--- src/rtl/seg_display_if.sv ---
// Bus between a scan-strobe/value source and the 7-segment display scanner.
interface seg_display_if #(
    parameter int DIGITS = 4
);
    logic                  tick;
    logic                  load;
    logic [4*DIGITS-1:0]   value;
    logic [DIGITS-1:0]     dp_in;
    logic                  lz_blank;
    logic [DIGITS-1:0]     an;
    logic [6:0]            seg;
    logic                  dp;
    logic                  frame_done;

    modport master (
        output tick, load, value, dp_in, lz_blank,
        input  an, seg, dp, frame_done
    );

    modport slave (
        input  tick, load, value, dp_in, lz_blank,
        output an, seg, dp, frame_done
    );
endinterface

--- src/rtl/seg_display_scanner.sv ---
// Multiplexed 7-segment scanner: per-digit SHOW slots separated by blank gaps,
// frame-synchronous value commit and optional leading-zero blanking.
module seg_display_scanner #(
    parameter int DIGITS         = 4,
    parameter int BLANK_CYCLES   = 2,
    parameter bit AN_ACTIVE_LOW  = 1'b1,
    parameter bit SEG_ACTIVE_LOW = 1'b1
) (
    input logic          clk,
    input logic          rst,
    seg_display_if.slave bus
);
    localparam int               IDX_W    = $clog2(DIGITS);
    localparam logic [0:0]       ST_BLANK = 1'b0;
    localparam logic [0:0]       ST_SHOW  = 1'b1;
    localparam logic [IDX_W-1:0] IDX_LAST = IDX_W'(DIGITS - 1);
    localparam logic [8:0]       GAP_LEN  = 9'(BLANK_CYCLES);
    localparam logic [DIGITS-1:0] AN_OFF  = AN_ACTIVE_LOW ? {DIGITS{1'b1}} : {DIGITS{1'b0}};
    localparam logic [6:0]       SEG_OFF  = SEG_ACTIVE_LOW ? 7'h7F : 7'h00;
    localparam logic             DP_OFF   = SEG_ACTIVE_LOW ? 1'b1 : 1'b0;

    // Active-high {g,f,e,d,c,b,a} pattern for one hex nibble.
    function automatic logic [6:0] hex_decode(input logic [3:0] nib);
        case (nib)
            4'h0:    hex_decode = 7'h3F;
            4'h1:    hex_decode = 7'h06;
            4'h2:    hex_decode = 7'h5B;
            4'h3:    hex_decode = 7'h4F;
            4'h4:    hex_decode = 7'h66;
            4'h5:    hex_decode = 7'h6D;
            4'h6:    hex_decode = 7'h7D;
            4'h7:    hex_decode = 7'h07;
            4'h8:    hex_decode = 7'h7F;
            4'h9:    hex_decode = 7'h6F;
            4'hA:    hex_decode = 7'h77;
            4'hB:    hex_decode = 7'h7C;
            4'hC:    hex_decode = 7'h39;
            4'hD:    hex_decode = 7'h5E;
            4'hE:    hex_decode = 7'h79;
            4'hF:    hex_decode = 7'h71;
            default: hex_decode = 7'h00;
        endcase
    endfunction

    logic [0:0]          state_r, state_s;
    logic [IDX_W-1:0]    idx_r, idx_s;
    logic [7:0]          gap_r, gap_s;
    logic                wrap_s;
    logic [4*DIGITS-1:0] pend_val_r, pend_val_s, disp_val_r, disp_val_s;
    logic [DIGITS-1:0]   pend_dp_r, pend_dp_s, disp_dp_r, disp_dp_s;
    logic [DIGITS-1:0]   lz_mask_s;
    logic                zero_run_s;
    logic                lit_s;
    logic [3:0]          nib_s;
    logic [DIGITS-1:0]   an_act_s, an_s, an_r;
    logic [6:0]          seg_act_s, seg_s, seg_r;
    logic                dp_act_s, dp_s, dp_r;
    logic                frame_done_r;

    // Scan FSM: gap counting in BLANK, tick-driven digit advance in SHOW.
    always_comb begin
        state_s = state_r;
        idx_s   = idx_r;
        gap_s   = gap_r;
        wrap_s  = 1'b0;
        case (state_r)
            ST_BLANK: begin
                if (({1'b0, gap_r} + 9'd1) >= GAP_LEN) begin
                    state_s = ST_SHOW;
                    gap_s   = 8'd0;
                end else begin
                    gap_s = gap_r + 8'd1;
                end
            end
            ST_SHOW: begin
                if (bus.tick) begin
                    wrap_s  = (idx_r == IDX_LAST);
                    idx_s   = wrap_s ? {IDX_W{1'b0}} : idx_r + IDX_W'(1);
                    state_s = (GAP_LEN == 9'd0) ? ST_SHOW : ST_BLANK;
                    gap_s   = 8'd0;
                end else begin
                    state_s = ST_SHOW;
                end
            end
            default: begin
                state_s = ST_BLANK;
                idx_s   = {IDX_W{1'b0}};
                gap_s   = 8'd0;
            end
        endcase
    end

    // Pending capture and frame-wrap commit; a load on the wrap edge bypasses straight through.
    always_comb begin
        pend_val_s = bus.load ? bus.value : pend_val_r;
        pend_dp_s  = bus.load ? bus.dp_in : pend_dp_r;
        disp_val_s = wrap_s ? pend_val_s : disp_val_r;
        disp_dp_s  = wrap_s ? pend_dp_s : disp_dp_r;
    end

    // Digit k is a leading zero when every nibble from the top down to k is zero.
    always_comb begin
        zero_run_s = 1'b1;
        lz_mask_s  = {DIGITS{1'b0}};
        for (int k = DIGITS - 1; k >= 0; k--) begin
            zero_run_s   = zero_run_s & (disp_val_s[4*k +: 4] == 4'h0);
            lz_mask_s[k] = zero_run_s & (k != 0);
        end
    end

    // Outputs derived from next-state so they change on the edge the FSM enters a state.
    always_comb begin
        nib_s = disp_val_s[{idx_s, 2'b00} +: 4];
        lit_s = (state_s == ST_SHOW) && !(bus.lz_blank && lz_mask_s[idx_s]);
        if (lit_s) begin
            an_act_s  = DIGITS'(1) << idx_s;
            seg_act_s = hex_decode(nib_s);
            dp_act_s  = disp_dp_s[idx_s];
        end else begin
            an_act_s  = {DIGITS{1'b0}};
            seg_act_s = 7'h00;
            dp_act_s  = 1'b0;
        end
        an_s  = AN_ACTIVE_LOW ? ~an_act_s : an_act_s;
        seg_s = SEG_ACTIVE_LOW ? ~seg_act_s : seg_act_s;
        dp_s  = SEG_ACTIVE_LOW ? ~dp_act_s : dp_act_s;
    end

    // State, data and output registers.
    always_ff @(posedge clk or posedge rst) begin
        if (rst) begin
            state_r      <= ST_BLANK;
            idx_r        <= {IDX_W{1'b0}};
            gap_r        <= 8'd0;
            pend_val_r   <= {(4*DIGITS){1'b0}};
            pend_dp_r    <= {DIGITS{1'b0}};
            disp_val_r   <= {(4*DIGITS){1'b0}};
            disp_dp_r    <= {DIGITS{1'b0}};
            an_r         <= AN_OFF;
            seg_r        <= SEG_OFF;
            dp_r         <= DP_OFF;
            frame_done_r <= 1'b0;
        end else begin
            state_r      <= state_s;
            idx_r        <= idx_s;
            gap_r        <= gap_s;
            pend_val_r   <= pend_val_s;
            pend_dp_r    <= pend_dp_s;
            disp_val_r   <= disp_val_s;
            disp_dp_r    <= disp_dp_s;
            an_r         <= an_s;
            seg_r        <= seg_s;
            dp_r         <= dp_s;
            frame_done_r <= wrap_s;
        end
    end

    assign bus.an         = an_r;
    assign bus.seg        = seg_r;
    assign bus.dp         = dp_r;
    assign bus.frame_done = frame_done_r;
endmodule

--- src/flat_wrapper.sv ---
// flat-port wrapper written by rule: the top's interface ports become plain ports
module seg_display_scanner_flat 
#(
    parameter int DIGITS         = 4,
    parameter int BLANK_CYCLES   = 2,
    parameter bit AN_ACTIVE_LOW  = 1'b1,
    parameter bit SEG_ACTIVE_LOW = 1'b1
)
  (clk, rst, bus_tick, bus_load, bus_value, bus_dp_in, bus_lz_blank, bus_an, bus_seg, bus_dp, bus_frame_done);
  seg_display_if #(.DIGITS(DIGITS)) bus_i ();
  input logic clk;
  input logic rst;
  input wire logic [$bits(bus_i.tick)-1:0] bus_tick;
  input wire logic [$bits(bus_i.load)-1:0] bus_load;
  input wire logic [$bits(bus_i.value)-1:0] bus_value;
  input wire logic [$bits(bus_i.dp_in)-1:0] bus_dp_in;
  input wire logic [$bits(bus_i.lz_blank)-1:0] bus_lz_blank;
  output wire logic [$bits(bus_i.an)-1:0] bus_an;
  output wire logic [$bits(bus_i.seg)-1:0] bus_seg;
  output wire logic [$bits(bus_i.dp)-1:0] bus_dp;
  output wire logic [$bits(bus_i.frame_done)-1:0] bus_frame_done;
  assign bus_i.tick = bus_tick;
  assign bus_i.load = bus_load;
  assign bus_i.value = bus_value;
  assign bus_i.dp_in = bus_dp_in;
  assign bus_i.lz_blank = bus_lz_blank;
  assign bus_an = bus_i.an;
  assign bus_seg = bus_i.seg;
  assign bus_dp = bus_i.dp;
  assign bus_frame_done = bus_i.frame_done;
  seg_display_scanner #(.DIGITS(DIGITS), .BLANK_CYCLES(BLANK_CYCLES), .AN_ACTIVE_LOW(AN_ACTIVE_LOW), .SEG_ACTIVE_LOW(SEG_ACTIVE_LOW)) u_core (.clk(clk), .rst(rst), .bus(bus_i));
endmodule
--- config.mk ---
export PLATFORM = sky130hd
export DESIGN_NAME = seg_display_scanner_flat
export DESIGN_NICKNAME = d
export VERILOG_FILES = /design/src/rtl/seg_display_if.sv /design/src/rtl/seg_display_scanner.sv /design/src/flat_wrapper.sv
export SDC_FILE = /design/constraint.sdc
export NUM_CORES = 1
export LEC_CHECK = 0
export ABC_AREA = 0
export CORE_ASPECT_RATIO = 1.25
export CORE_MARGIN = 3
export CORE_UTILIZATION = 55
export DETAILED_ROUTE_END_ITERATION = 8
export HOLD_SLACK_MARGIN = 0.15
export PLACE_DENSITY = 0.86
export SLEW_MARGIN = 30
export SYNTH_ARGS = -nofsm -noshare
export SYNTH_HDL_FRONTEND = slang
export SYNTH_SLANG_ARGS = --single-unit
export TNS_END_PERCENT = 30
--- constraint.sdc ---
create_clock -name clk -period 3.6 [get_ports clk]
set_clock_uncertainty 0.2 [all_clocks]
set_input_delay 0.36 -clock clk [delete_from_list [all_inputs] [get_ports clk]]
set_output_delay 0.36 -clock clk [all_outputs]
set_load 0.02 [all_outputs]
; Word level (Yosys, flattened, before mapping)
; Memories as Yosys holds them, arrays and structs flattened.
; Cells that the tools add are included.
[totals]
register_bits = 64
latch_bits = 0
ram_bits = 0
romBits = 112
input_bits = 25
output_inout_bits = 13
word_cells = 55
memories = 1
[memory_table]
columns = name, depth, width, read_ports, rd_ports_with_merged_regs, wr, line
row1 = (name not given), 16, 7, 1, 0, 0, seg_display_scanner.sv:24  ; case (nib)
[op_classes]
add_sub_neg = 3
multipliers = 0
div = 0
n_lt_le_gt_ge = 2
eq_ne = 2
shifts = 2
muxes = 22
n_bitwise = 6
n_reduce_logical = 6
[op_table]
columns = operator, n
row1 = 16-bit 2-to-1 mux, 2
row2 = 8-bit 2-to-1 mux, 2
row3 = 8-bit case mux with 2 select lines, 1
row4 = 16-bit by 5-bit variable part select with 4-bit output, 1
row5 = 4-bit zero test, 3
row6 = 4-bit 2-to-1 mux, 3
row7 = 8-bit by 1-bit adder with 9-bit output (second input constant), 1
row8 = 9-bit by 2-bit >= comparator with 1-bit output (second input constant), 1
row9 = 8-bit by 1-bit adder with 8-bit output (second input constant), 1
row10 = 1-bit 2-to-1 mux, 7
row11 = 7-bit 2-to-1 mux, 1
row12 = 7-bit inverter, 1
row13 = 2-bit 2-to-1 mux, 3
row14 = 1-bit binary-select mux with 2-bit select, 2
row15 = 4-bit inverter, 1
row16 = 1-bit by 2-bit << shifter with 4-bit output (first input constant), 1
row17 = 2-bit by 3-bit < comparator with 1-bit output (second input constant), 1
row18 = 2-bit by 1-bit adder with 2-bit output (second input constant), 1
row19 = 1-bit bitwise AND, 2
row20 = 2-bit == test (second input constant), 1
row21 = 1-bit logical AND, 2
row22 = 2-bit != test (second input constant), 1
row23 = 1-bit inverter, 2
row24 = 1-bit case mux with 2 select lines, 1
row25 = 1-bit zero test, 1

; Longest topological paths before layout
[logic_depth]
depth_word = 14
mapped_depth = 13

; Worst setup path after synthesis
; Ideal clock, no wire load.
[synth_timing]
kind = register -> register
from = reg u_core.idx_r[0]
to = reg u_core.seg_r[3] (netlist: u_core.bus.seg[3])
setup_ns = 0.072
arrival_ns = 2.403
slack_ns = 0.925
path_stages_with_launch = 11
n_path_buf = 1
period_less_slack_ns = 2.675
path_cell_list = dfrtp_1 > ha_1 > nand3_4 > clkbuf_1 > a21oi_1 > o211a_1 > a21oi_1 > inv_1 > ha_1 > o211a_1 > o21ai_1
[synth_via]
elab_chain_cells = 14
word_cells_on_any_way = 22
[synth_lines]
columns = element, line
row1 = "start, declared", seg_display_scanner.sv:46  ; logic [IDX_W-1:0] idx_r, idx_s;
row2 = "start signal, assigned", seg_display_scanner.sv:133  ; idx_r <= {IDX_W{1'b0}};
row3 = "start signal, assigned", seg_display_scanner.sv:145  ; idx_r <= idx_s;
row4 = branches (longest 12 deep; another with memory 16 x 7 bit), n/a
row5 = 7-bit 2-to-1 mux (*), seg_display_scanner.sv:115  ; if (lit_s) begin
row6 = 7-bit inverter (*), seg_display_scanner.sv:125  ; seg_s = SEG_ACTIVE_LOW ? ~seg_act_s : seg_act_s;
row7 = net u_core.seg_s[3], seg_display_scanner.sv:56  ; logic [6:0] seg_act_s, seg_s, seg_r;
row8 = "end signal, assigned", seg_display_scanner.sv:152  ; seg_r <= seg_s;
row9 = "end, declared", seg_display_scanner.sv:56
; Mark *: on every way through the listed nets, which the timed path passes. The select of a mux whose other input is x is not followed.
; A chain may end at the register's enable or synchronous reset.

; Worst setup path after layout
[layout_timing]
from = reg u_core.idx_r[0]
to = reg u_core.seg_r[4] (netlist: u_core.bus.seg[4])
[layout_via]
word_cells_on_any_way = 22
[layout_lines]
columns = element, line
row1 = 2-bit == test (*), seg_display_scanner.sv:77  ; wrap_s = (idx_r == IDX_LAST);
row2 = 1-bit 2-to-1 mux (*), seg_display_scanner.sv:76  ; if (bus.tick) begin
row3 = 1-bit 2-to-1 mux (*), seg_display_scanner.sv:66  ; case (state_r)
row4 = 16-bit 2-to-1 mux (*), seg_display_scanner.sv:97  ; disp_val_s = wrap_s ? pend_val_s : disp_val_r;
row5 = net u_core.disp_val_s[5], seg_display_scanner.sv:49  ; logic [4*DIGITS-1:0] pend_val_r, pend_val_s, disp_val_r, disp_val_s;
row6 = branches (longest 7 deep; another with memory 16 x 7 bit), n/a
row7 = 7-bit 2-to-1 mux (*), seg_display_scanner.sv:115
row8 = 7-bit inverter (*), seg_display_scanner.sv:125
row9 = net u_core.seg_s[4], seg_display_scanner.sv:56
; Marks and branches as above.

==> reports/metrics.csv <==
stage,metric,value,unit
outcome,status,"finished, final reports clean",
critical_path,Top Family by Delay on Critical Path,compound AO/OA/AOI/OAI gates,
critical_path,Startpoint Class,register,
routing,Routed Wire Length,5.41,mm
routing,routed vias/inst,5.36,
global_route,gr usage total,19.4,%
critical_path,worst path required time,3.61,ns
power_and_ir_drop,"Power, Total",3300,uW
synth,synth warn,0,
floorplan,Die Ht,88.1,um
critical_path,worst path arrival time,3.09,ns
synth,share of the synthesized area in the top cell type,43.9,%
global_route,global-route wire length before repair,9.16,mm
timing,number of max-slew violations in the final report,0,
critical_path,worst-path cell chain,ha_1 -> nand3_4 -> inv_4 -> mux2_2 -> nand2_1 -> o211a_1 -> a21oi_1 -> inv_1 -> ha_1 -> mux2i_1 -> o221ai_1,
floorplan,Row Count,29,
floorplan,die width,71.7,um
final_layout,filler instances,382,
floorplan,IO Count,38,
critical_path,worst path bufs/invs,2,
routing,Final ANT Viol Nets,0,
synth,Yosys top cell by area,dfrtp_1,
timing,worst slew pin tran,0.644,ns
synth,"Seq/Total Area, Yosys",54.5,%
critical_path,crit-path most repeated cell,ha_1,
placement,IO Port Bufs,37,
final_layout,nets@finish,312,
synth,Synth area leaders,"dfrtp_1 44%, dfstp_2 11%, mux2i_1 7.1%",
power_and_ir_drop,Seq pwr share,32.1,%
clocking,TritonCTS clock tree,built,
clocking,CTS H-Tree Depth,3,
clocking,clock slew at reported path FFs,0.07,ns
synth,Cells after Synth,233,
synth,syn avg cell area,12.7,um2
critical_path,slowest cell delay on critical path,0.41,ns
clocking,post-cts sizing count,0,
synth,Post-synth EDFFs,0,
clocking,root buffer cell,clkbuf_8,
routing,DRC viols,0,
timing,RSZ-0062 raised after global routing,false,
placement,HPWL Detailed,3.79,mm
power_and_ir_drop,internal power,1980,uW
critical_path,CP Class,reg2reg,
clocking,Max Buffers Root-to-Sink,2,
power_and_ir_drop,Switching Power,1320,uW
final_layout,Layout Area Growth over Synthesis,19.2,%
floorplan,Core Box Area,0.00515,mm2
routing,WL per Instance,15.7,um
floorplan,die area,0.00631,mm2
power_and_ir_drop,clock network fraction of total power,15.9,%
power_and_ir_drop,Comb power frac,52.0,%
synth,dominant synthesized flop cell,dfrtp_1,
final_layout,Post-Route Utilization,68.6,%
final_layout,# diodes,0,
global_route,initial antenna violation count,0,
timing,Highest Clock Rate,324,MHz
global_route,vias in the first global route,1968,
timing,post-route clock period utilization,85.7,%
critical_path,Critical Path Fanout Max,17,
power_and_ir_drop,Power Dens Cells,933,mW/mm2
global_route,largest net degree at the start of global routing,55,
final_layout,fraction of layout cells with a size suffix above 1,23.0,%
power_and_ir_drop,Sw Ratio,40.1,%
clocking,CTS buffer count,9,
clocking,Hold Buf Count CTS,0,
routing,TritonRoute pass-1 iters,4,
power_and_ir_drop,P_leak,0.00164,uW
clocking,postcts setup bufs,0,
synth,synth unique cells,45,
timing,hold slack,0.264,ns
timing,Hold Fails Final Rpt,0,
clocking,Clock Sinks,64,
flow_run,Max-Cap Viols,0,
routing,via count,1849,
timing,setup TNS,0,ns
timing,final setup vio count,0,
clocking,Clock Latency Late Sink,0.34,ns
power_and_ir_drop,maximum VDD drop,0.707,mV
critical_path,CP endpoint kind,register,
floorplan,Initial Util,57.6,%
critical_path,CP max stage cell,dfrtp_1,
global_route,gr ovfl total,0,
synth,Netlist Area Pre-Place,0.00297,mm2
synth,"Net Count, Synth",267,
timing,fin crit period,3.09,ns
worst_hold_path,min-delay worst type,in2async,
synth,Synth Register Bits,64,
synth,fraction of registers with async set/reset,100,%
timing,Worst slew margin,56.9,%
routing,1st-iter DRT viols,122,
placement,GPL Wtd Cong,0.890,
per-layer routing:
layer / track usage (%) / wire, um / up-vias
met1: 24.6 / 2300 / 918
met2: 30.9 / 2760 / 37
met4: 9.91 / 161 / 0
met5: 0 / 0 / -
met3: 5.05 / 195 / 13
li1: - / - / 881
metrics by stage:
step                cell area (um2)  setup slack (ns)  cells
floorplan                      2970             0.925    233
global placement               3370             0.310    329
detailed placement             3370             0.241    329
CTS                            3540             0.533    345
global route                   3540             0.292    345
finish                         3540             0.513    345
layout by cell type, fill, tap and decap left out, types with 2 or more instances in the layout:
| cell | n |
|---|---|
| nand2_1 | 18 |
| inv_2 | 2 |
| mux2i_1 | 21 |
| clkbuf_1 | 3 |
| dfrtp_1 | 52 |
| inv_4 | 2 |
| nor3_1 | 2 |
| clkbuf_8 | 10 |
| and2_1 | 8 |
| o211a_1 | 2 |
| mux2i_4 | 4 |
| mux2_4 | 6 |
| clkdlybuf4s50_1 | 37 |
| buf_4 | 5 |
| mux2_2 | 11 |
| o221ai_1 | 3 |
| o21ai_0 | 6 |
| nand3_1 | 8 |
| nor2_1 | 6 |
| dfstp_2 | 12 |
| clkinv_2 | 2 |
| ha_1 | 9 |
| inv_1 | 23 |
| a21oi_1 | 6 |
| nor4_1 | 3 |
synthesized netlist by cell type, types with 4 or more instances:
library cell and count:
nand2_1 18, mux2_4 6, mux2i_1 21, mux2_2 11, mux2i_4 4, dfstp_2 12
dfrtp_1 52, buf_6 4, and2_1 8, ha_1 9, inv_1 24, o21ai_0 6
a21oi_1 6, nand3_1 8, nor2_1 6
path summary, 6_finish.rpt:
kind                       slack [ns]                 from             endpoint  depth (start not counted)
max                              0.51      u_core.idx_r[0]    u_core.bus.seg[4]                         11
min                              0.26                  rst      u_core.gap_r[4]                          2
max reg2reg                      0.51      u_core.idx_r[0]    u_core.bus.seg[4]                         11
min reg2reg                      0.27  u_core.pend_dp_r[3]  u_core.pend_dp_r[3]                          2
max in group asynchronous        2.28                  rst     u_core.bus.an[3]                          3
min in group clk                 0.27  u_core.pend_dp_r[3]  u_core.pend_dp_r[3]                          2
logic make-up after synthesis:
group,count (synthesis),share of synthesized area (%)
compound gates,27,6.92
fa+ha+maj,9,3.80
buf+inv,35,6.33
flops,64,54.5
mux,43,18.1
simple gates,55,10.3
sequential cells by signal, summed over array words and instances, names as in the netlist:
register               cells
u_core.bus.an              4
u_core.bus.dp              1
u_core.bus.frame_done      1
u_core.bus.seg             7
u_core.disp_dp_r           4
u_core.disp_val_r         16
u_core.gap_r               8
u_core.idx_r               2
u_core.pend_dp_r           4
u_core.pend_val_r         16
u_core.state_r             1
layout make-up:
cell class	count	area, um2	share of cell area, %
flip-flops and latches	64	1620	45.7
multi-input cells	134	1160	32.8
repair buffers	42	408	11.5
clock buffers	13	149	4.21
inverters	27	106	3.01
well taps	62	77.6	2.19
clock inverters	3	17.5	0.495
power by group through the flow:
stage | Combinational, uW | Sequential, uW | Clock (uW)
4_1_cts | 1720 | 1060 | 535
2_1_floorplan | 1290 | 1130 | 0
5_1_grt | 1900 | 1080 | 569
3_5_place_dp | 1700 | 1070 | 0
6_report | 1710 | 1060 | 525
3_3_place_gp | 1660 | 1060 | 0
(Power assumes the default switching activity.)
